`src/rtl/counter_arbiter.sv`:
```
// counter_arbiter
//   Round-robin scheduler that lends one shared interval counter to N_REQ
//   requesters. The winner gets the counter, which runs from 0 up to the
//   length latched at grant time. The owner then receives a one-cycle done
//   pulse and the round-robin pointer moves past it.
//
// Ports
//   clk    in  1             rising-edge clock
//   reset  in  1             synchronous, active-high reset
//   req    in  N_REQ         per-requester request level
//   len    in  N_REQ*WIDTH   packed terminal counts, requester i uses len[i*WIDTH +: WIDTH]
//   grant  out N_REQ         one-hot owner of the counter, zero when unowned
//   done   out N_REQ         one-cycle completion pulse to the owner
//   busy   out 1             high while a run is in progress
//   count  out WIDTH         current counter value
//   owner  out 3             binary index of the current or last winner
module counter_arbiter #(
  parameter int N_REQ = 4,
  parameter int WIDTH = 5
) (
  input  logic                     clk,
  input  logic                     reset,
  input  logic [N_REQ-1:0]         req,
  input  logic [N_REQ*WIDTH-1:0]   len,
  output logic [N_REQ-1:0]         grant,
  output logic [N_REQ-1:0]         done,
  output logic                     busy,
  output logic [WIDTH-1:0]         count,
  output logic [2:0]               owner
);

  typedef enum logic [1:0] {
    IDLE = 2'd0,
    RUN  = 2'd1,
    DONE = 2'd2
  } state_e;

  state_e             state_q, state_d;
  logic [N_REQ-1:0]   grant_q, grant_d;
  logic [N_REQ-1:0]   done_q, done_d;
  logic               busy_q, busy_d;
  logic [WIDTH-1:0]   count_q, count_d;
  logic [2:0]         owner_q, owner_d;
  logic [2:0]         ptr_q, ptr_d;
  logic [WIDTH-1:0]   lim_q, lim_d;

  logic [7:0]         req_ext_s;
  logic [3:0]         scan_idx_s;
  logic               scan_hit_s;
  logic               win_found_s;
  logic [2:0]         win_idx_s;
  logic [N_REQ-1:0]   win_onehot_s;
  logic [WIDTH-1:0]   win_len_s;

  // One-hot vector with only bit idx set.
  function automatic logic [N_REQ-1:0] onehot(input logic [2:0] idx);
    logic [N_REQ-1:0] v;
    v = {N_REQ{1'b0}};
    for (int i = 0; i < N_REQ; i++) begin
      v[i] = (3'(i) == idx);
    end
    return v;
  endfunction

  // Index following idx, wrapping at N_REQ.
  function automatic logic [2:0] next_idx(input logic [2:0] idx);
    return (idx == 3'(N_REQ - 1)) ? 3'd0 : idx + 3'd1;
  endfunction

  // Round-robin scan: first requester at or after ptr, wrapping, plus its length.
  always_comb begin
    req_ext_s   = 8'(req);
    scan_idx_s  = 4'd0;
    scan_hit_s  = 1'b0;
    win_found_s = 1'b0;
    win_idx_s   = 3'd0;
    for (int k = 0; k < N_REQ; k++) begin
      scan_idx_s  = {1'b0, ptr_q} + 4'(k);
      scan_idx_s  = (scan_idx_s >= 4'(N_REQ)) ? scan_idx_s - 4'(N_REQ) : scan_idx_s;
      scan_hit_s  = ~win_found_s & req_ext_s[scan_idx_s[2:0]];
      win_idx_s   = scan_hit_s ? scan_idx_s[2:0] : win_idx_s;
      win_found_s = win_found_s | scan_hit_s;
    end
    win_onehot_s = onehot(win_idx_s);
    win_len_s    = {WIDTH{1'b0}};
    for (int i = 0; i < N_REQ; i++) begin
      win_len_s = win_len_s | (len[i*WIDTH +: WIDTH] & {WIDTH{win_onehot_s[i]}});
    end
  end

  // Next-state and next-output logic for the IDLE/RUN/DONE sequencer.
  always_comb begin
    state_d = state_q;
    grant_d = grant_q;
    done_d  = {N_REQ{1'b0}};
    busy_d  = busy_q;
    count_d = count_q;
    owner_d = owner_q;
    ptr_d   = ptr_q;
    lim_d   = lim_q;
    case (state_q)
      IDLE: begin
        if (win_found_s) begin
          grant_d = win_onehot_s;
          owner_d = win_idx_s;
          count_d = {WIDTH{1'b0}};
          busy_d  = 1'b1;
          lim_d   = win_len_s;
          state_d = RUN;
        end else begin
          state_d = IDLE;
        end
      end
      RUN: begin
        // Abort outranks completion: a dropped request never earns a done.
        if (!req_ext_s[owner_q]) begin
          grant_d = {N_REQ{1'b0}};
          busy_d  = 1'b0;
          count_d = {WIDTH{1'b0}};
          ptr_d   = next_idx(owner_q);
          state_d = IDLE;
        end else if (count_q == lim_q) begin
          grant_d = {N_REQ{1'b0}};
          busy_d  = 1'b0;
          done_d  = onehot(owner_q);
          ptr_d   = next_idx(owner_q);
          state_d = DONE;
        end else begin
          count_d = count_q + {{(WIDTH-1){1'b0}}, 1'b1};
        end
      end
      DONE: begin
        // Dead cycle: requests are not arbitrated here.
        count_d = {WIDTH{1'b0}};
        state_d = IDLE;
      end
      default: begin
        grant_d = {N_REQ{1'b0}};
        busy_d  = 1'b0;
        count_d = {WIDTH{1'b0}};
        state_d = IDLE;
      end
    endcase
  end

  // State and output registers with synchronous reset.
  always_ff @(posedge clk) begin
    if (reset) begin
      state_q <= IDLE;
      grant_q <= {N_REQ{1'b0}};
      done_q  <= {N_REQ{1'b0}};
      busy_q  <= 1'b0;
      count_q <= {WIDTH{1'b0}};
      owner_q <= 3'd0;
      ptr_q   <= 3'd0;
      lim_q   <= {WIDTH{1'b0}};
    end else begin
      state_q <= state_d;
      grant_q <= grant_d;
      done_q  <= done_d;
      busy_q  <= busy_d;
      count_q <= count_d;
      owner_q <= owner_d;
      ptr_q   <= ptr_d;
      lim_q   <= lim_d;
    end
  end

  assign grant = grant_q;
  assign done  = done_q;
  assign busy  = busy_q;
  assign count = count_q;
  assign owner = owner_q;

endmodule

```
`config.mk`:
```
export PLATFORM = sky130hd
export DESIGN_NAME = counter_arbiter
export DESIGN_NICKNAME = d
export VERILOG_FILES = /design/src/rtl/counter_arbiter.sv
export SDC_FILE = /design/constraint.sdc
export NUM_CORES = 1
export LEC_CHECK = 0
export CAP_MARGIN = 20
export CORE_MARGIN = 2
export CORE_UTILIZATION = 46
export CTS_BUF_LIST = sky130_fd_sc_hd__clkbuf_2 sky130_fd_sc_hd__clkbuf_4 sky130_fd_sc_hd__clkbuf_8
export DETAILED_ROUTE_END_ITERATION = 16
export GPL_TIMING_DRIVEN = 1
export PLACE_DENSITY = 0.75
export SYNTH_ARGS = -nofsm -noshare
export SYNTH_HDL_FRONTEND = slang
export SYNTH_SLANG_ARGS = --single-unit
```
`constraint.sdc`:
```
create_clock -name clk -period 2.9 [get_ports clk]
set_input_delay 0.58 -clock clk [delete_from_list [all_inputs] [get_ports clk]]
set_output_delay 0.58 -clock clk [all_outputs]
set_load 0.1 [all_outputs]
```
==> results.json <==
{
  "cp_top_family": "compound AO/OA/AOI/OAI gates",
  "worstHoldPathCells": 2,
  "cap_violations": 0,
  "gp_congestion": 0.875,
  "core_um2": 3690,
  "grt_overflow_total": 0,
  "slowest_delay_ps": 560,
  "ys_ff_latch": 27,
  "status": "finished, final reports clean",
  "worst_ep_required_time_ps": 3090,
  "slew_violations": 0,
  "tightestPinTransition_ps": 439,
  "wl_per_cell_um": 13.6,
  "grt_pass1_wl_um": 6980,
  "cp-start-kind": "flop",
  "antenna_found_initial": 0,
  "fin_skew_ps": 7.16,
  "hold_slack_ps": 495,
  "ctsHoldBuffers": 0,
  "cts.sinks": 27,
  "rows": 22,
  "slowest_stage": "mux4_2",
  "wirelength_um": 4090,
  "p_leak_nw": 0.902,
  "grt_pass1_vias": 1590,
  "setup_violations": 0,
  "r2r_end": "lim_q[3]",
  "rsz0062_at_grt": "false",
  "drc": 0,
  "num_io_pins": 43,
  "wl_met3_um": 171,
  "synth_cell_types": 51,
  "die_x_um": 66.3,
  "reg2reg_depth": 8,
  "die_y_um": 66.3,
  "synthesis.nets": 236,
  "grt_start_max_net_pins": 18,
  "crit_fanout": 11,
  "antenna_cells": 0,
  "vias_per_cell": 5.48,
  "max_slew_margin_pct": 69.9,
  "avgSynthCellArea_um2": 8.80,
  "clkTransAtPathRegs_ps": 100,
  "cts_tree": "built",
  "track_usage_pct": 20.1,
  "htreeDepth": 1,
  "critical_path.cell_chain": "inv_1 > ha_2 > mux4_2 > o21ai_2 > nor3_2 > o32a_2 > mux2i_1 > a221oi_1",
  "cts-root-buf": "clkbuf_8",
  "drive_gt1_share_pct": 19.4,
  "netlist_area_um2": 1790,
  "cp-end-kind": "flop",
  "start_util_pct": 48.4,
  "hp-class": "flop to flop",
  "synth_edf_count": 0,
  "synthCells": 203,
  "wl_met1_um": 1930,
  "yosysWarnings": 0,
  "clkLatencyLatePin_ps": 270,
  "fillCellCount": 341,
  "power_w": 0.00174,
  "async_flop_share_pct": 0,
  "syn_to_final_growth_pct": 29.8,
  "final_antenna_net_count": 0,
  "hold_start": "grant[0]",
  "drt_iter0_markers": 66,
  "numCtsBuffers": 3,
  "hold_viol": 0,
  "nNetsFinal": 287,
  "cts_buffer_depth": 2,
  "fin_crit_ps": 2630,
  "layout_common_cells": "buf_4 (28), dfxtp_1 (27), clkdlybuf4s50_1 (25)",
  "max_freq_ghz": 0.380,
  "yosysSeqAreaShare_pct": 30.3,
  "power_density_nw_per_um2": 752,
  "r2r_slack_ps": 270,
  "period_share_pct": 90.7,
  "whs_endpoint": "grant[0]",
  "num_vias": 1650,
  "wl_met2_um": 1920,
  "fin_tns_setup_ps": 0,
  "synth_ff_type": "dfxtp_1",
  "cp.arrival_ps": 2820,
  "worstSetupPathType": "flop to flop",
  "vdd_drop_max_uv": 318,
  "final_cell_area_um2": 2320,
  "timing.rr.start": "ptr_q[1]",
  "drt-pass1-iter-count": 4,
  "place_area_um2": 2270,
  "io_buffers": 42,
  "final_common_cell": "buf_4",
  "cp.buffers_inverters": 1,
  "hpwlAfterDp_um": 3210,
  "dieArea_um2": 4400,
  "top_layer": "met4"
}
## kinds of logic (layout without fill, tap and decap cells)
| group | after synthesis | after routing | synth area share (%) |
|---|---|---|---|
| XOR/XNOR | 7 | 7 | 3.43 |
| buffers and inverters | 20 | 70 | 4.90 |
| flip-flops | 27 | 27 | 30.3 |
| multiplexers | 18 | 18 | 11.9 |
| AO/OA/AOI/OAI | 59 | 59 | 25.3 |
| adder cells (fa/ha/maj) | 7 | 7 | 4.90 |
| AND/OR/NAND/NOR | 65 | 65 | 19.3 |
## worst reg2reg max path: stages (launching register included)
cell and delay [ps]:
dfxtp_1 340, inv_1 110, ha_2 430, mux4_2 560
o21ai_2 100, nor3_2 60, o32a_2 500, mux2i_1 160
a221oi_1 280
## flip-flops by register name, summed over array words and instances (netlist names)
signal,count
owner,3
grant,4
ptr_q,3
busy,1
lim_q,5
done,4
count,5
state_q,2
## power breakdown
group | switching, W | leakage [nW] | total [W] | internal (W)
Sequential | 0.0000666 | 0.221 | 0.000507 | 0.000440
Clock | 0.000119 | 0.0217 | 0.000217 | 0.0000974
Combinational | 0.000630 | 0.660 | 0.00102 | 0.000390
Total | 0.000816 | 0.902 | 0.00174 | 0.000928
## routing by layer
metal / global-route usage (%) / up-vias
met2: 31.9 / 42
met1: 27.6 / 758
met3: 3.58 / 6
met4: 6.38 / 0
li1: - / 844
met5: 0 / -
## cell usage after synthesis, types with 2 or more instances
master     count  share of area (%)
inv_1         13                2.7
or4b_1         2                1.1
a221oi_1       4                2.0
a21oi_1       18                5.0
dfxtp_1       27                 30
and2_1         7                2.5
buf_4          2               0.84
mux2_2         2                1.3
xnor2_1        5                2.5
a22oi_1        2               0.84
nor2b_1        4                1.4
nand2b_1       5                1.8
o21bai_1       4                1.7
mux4_2         2                2.5
o2bb2ai_1      3                1.5
mux2i_1       13                7.3
nor3_2         2                1.1
ha_1           7                4.9
o311ai_0       2               0.98
nand2_1       11                2.3
nand3_1        5                1.4
o211ai_1       3                1.3
xor2_1         2               0.98
o221ai_1       3                1.5
o21ai_0        7                2.0
buf_2          4                1.1
nor2_1        20                4.2
## metrics by stage
stage | worst slack (ps) | instances | utilization, %
after floorplan | 134 | 203 | -
after global placement | 106 | 297 | 61.5
after detailed placement | 56.4 | 297 | 61.5
after CTS | 219 | 301 | 62.8
after global routing | 54.1 | 301 | 62.9
final | 268 | 301 | 62.9
## worst max-delay path by stage
stage,from,end,cells after the start
2_1_floorplan,ptr_q[0],lim_q[2],10
3_3_place_gp,req[2],lim_q[4],7
3_5_place_dp,req[2],lim_q[2],7
4_1_cts,ptr_q[1],lim_q[2],8
5_1_grt,ptr_q[1],lim_q[2],8
6_report,ptr_q[1],lim_q[3],8
## cell type report
| class | instances | area (um2) | area share [%] |
|---|---|---|---|
| clock buffer | 3 | 41.3 | 1.78 |
| clock inverter | 1 | 7.51 | 0.324 |
| tap | 48 | 60.1 | 2.59 |
| timing repair buffer | 53 | 460 | 19.8 |
| sequential | 27 | 541 | 23.3 |
| inverter | 13 | 48.8 | 2.10 |
| multi-input combinational | 156 | 1160 | 50.1 |
## timing repair
item / CTS / global route
gates resized for setup: 0 / 1
setup endpoints to repair: 0 / 1
setup buffers: 0 / 0
No activity file was read; power rests on OpenSTA's default activity.
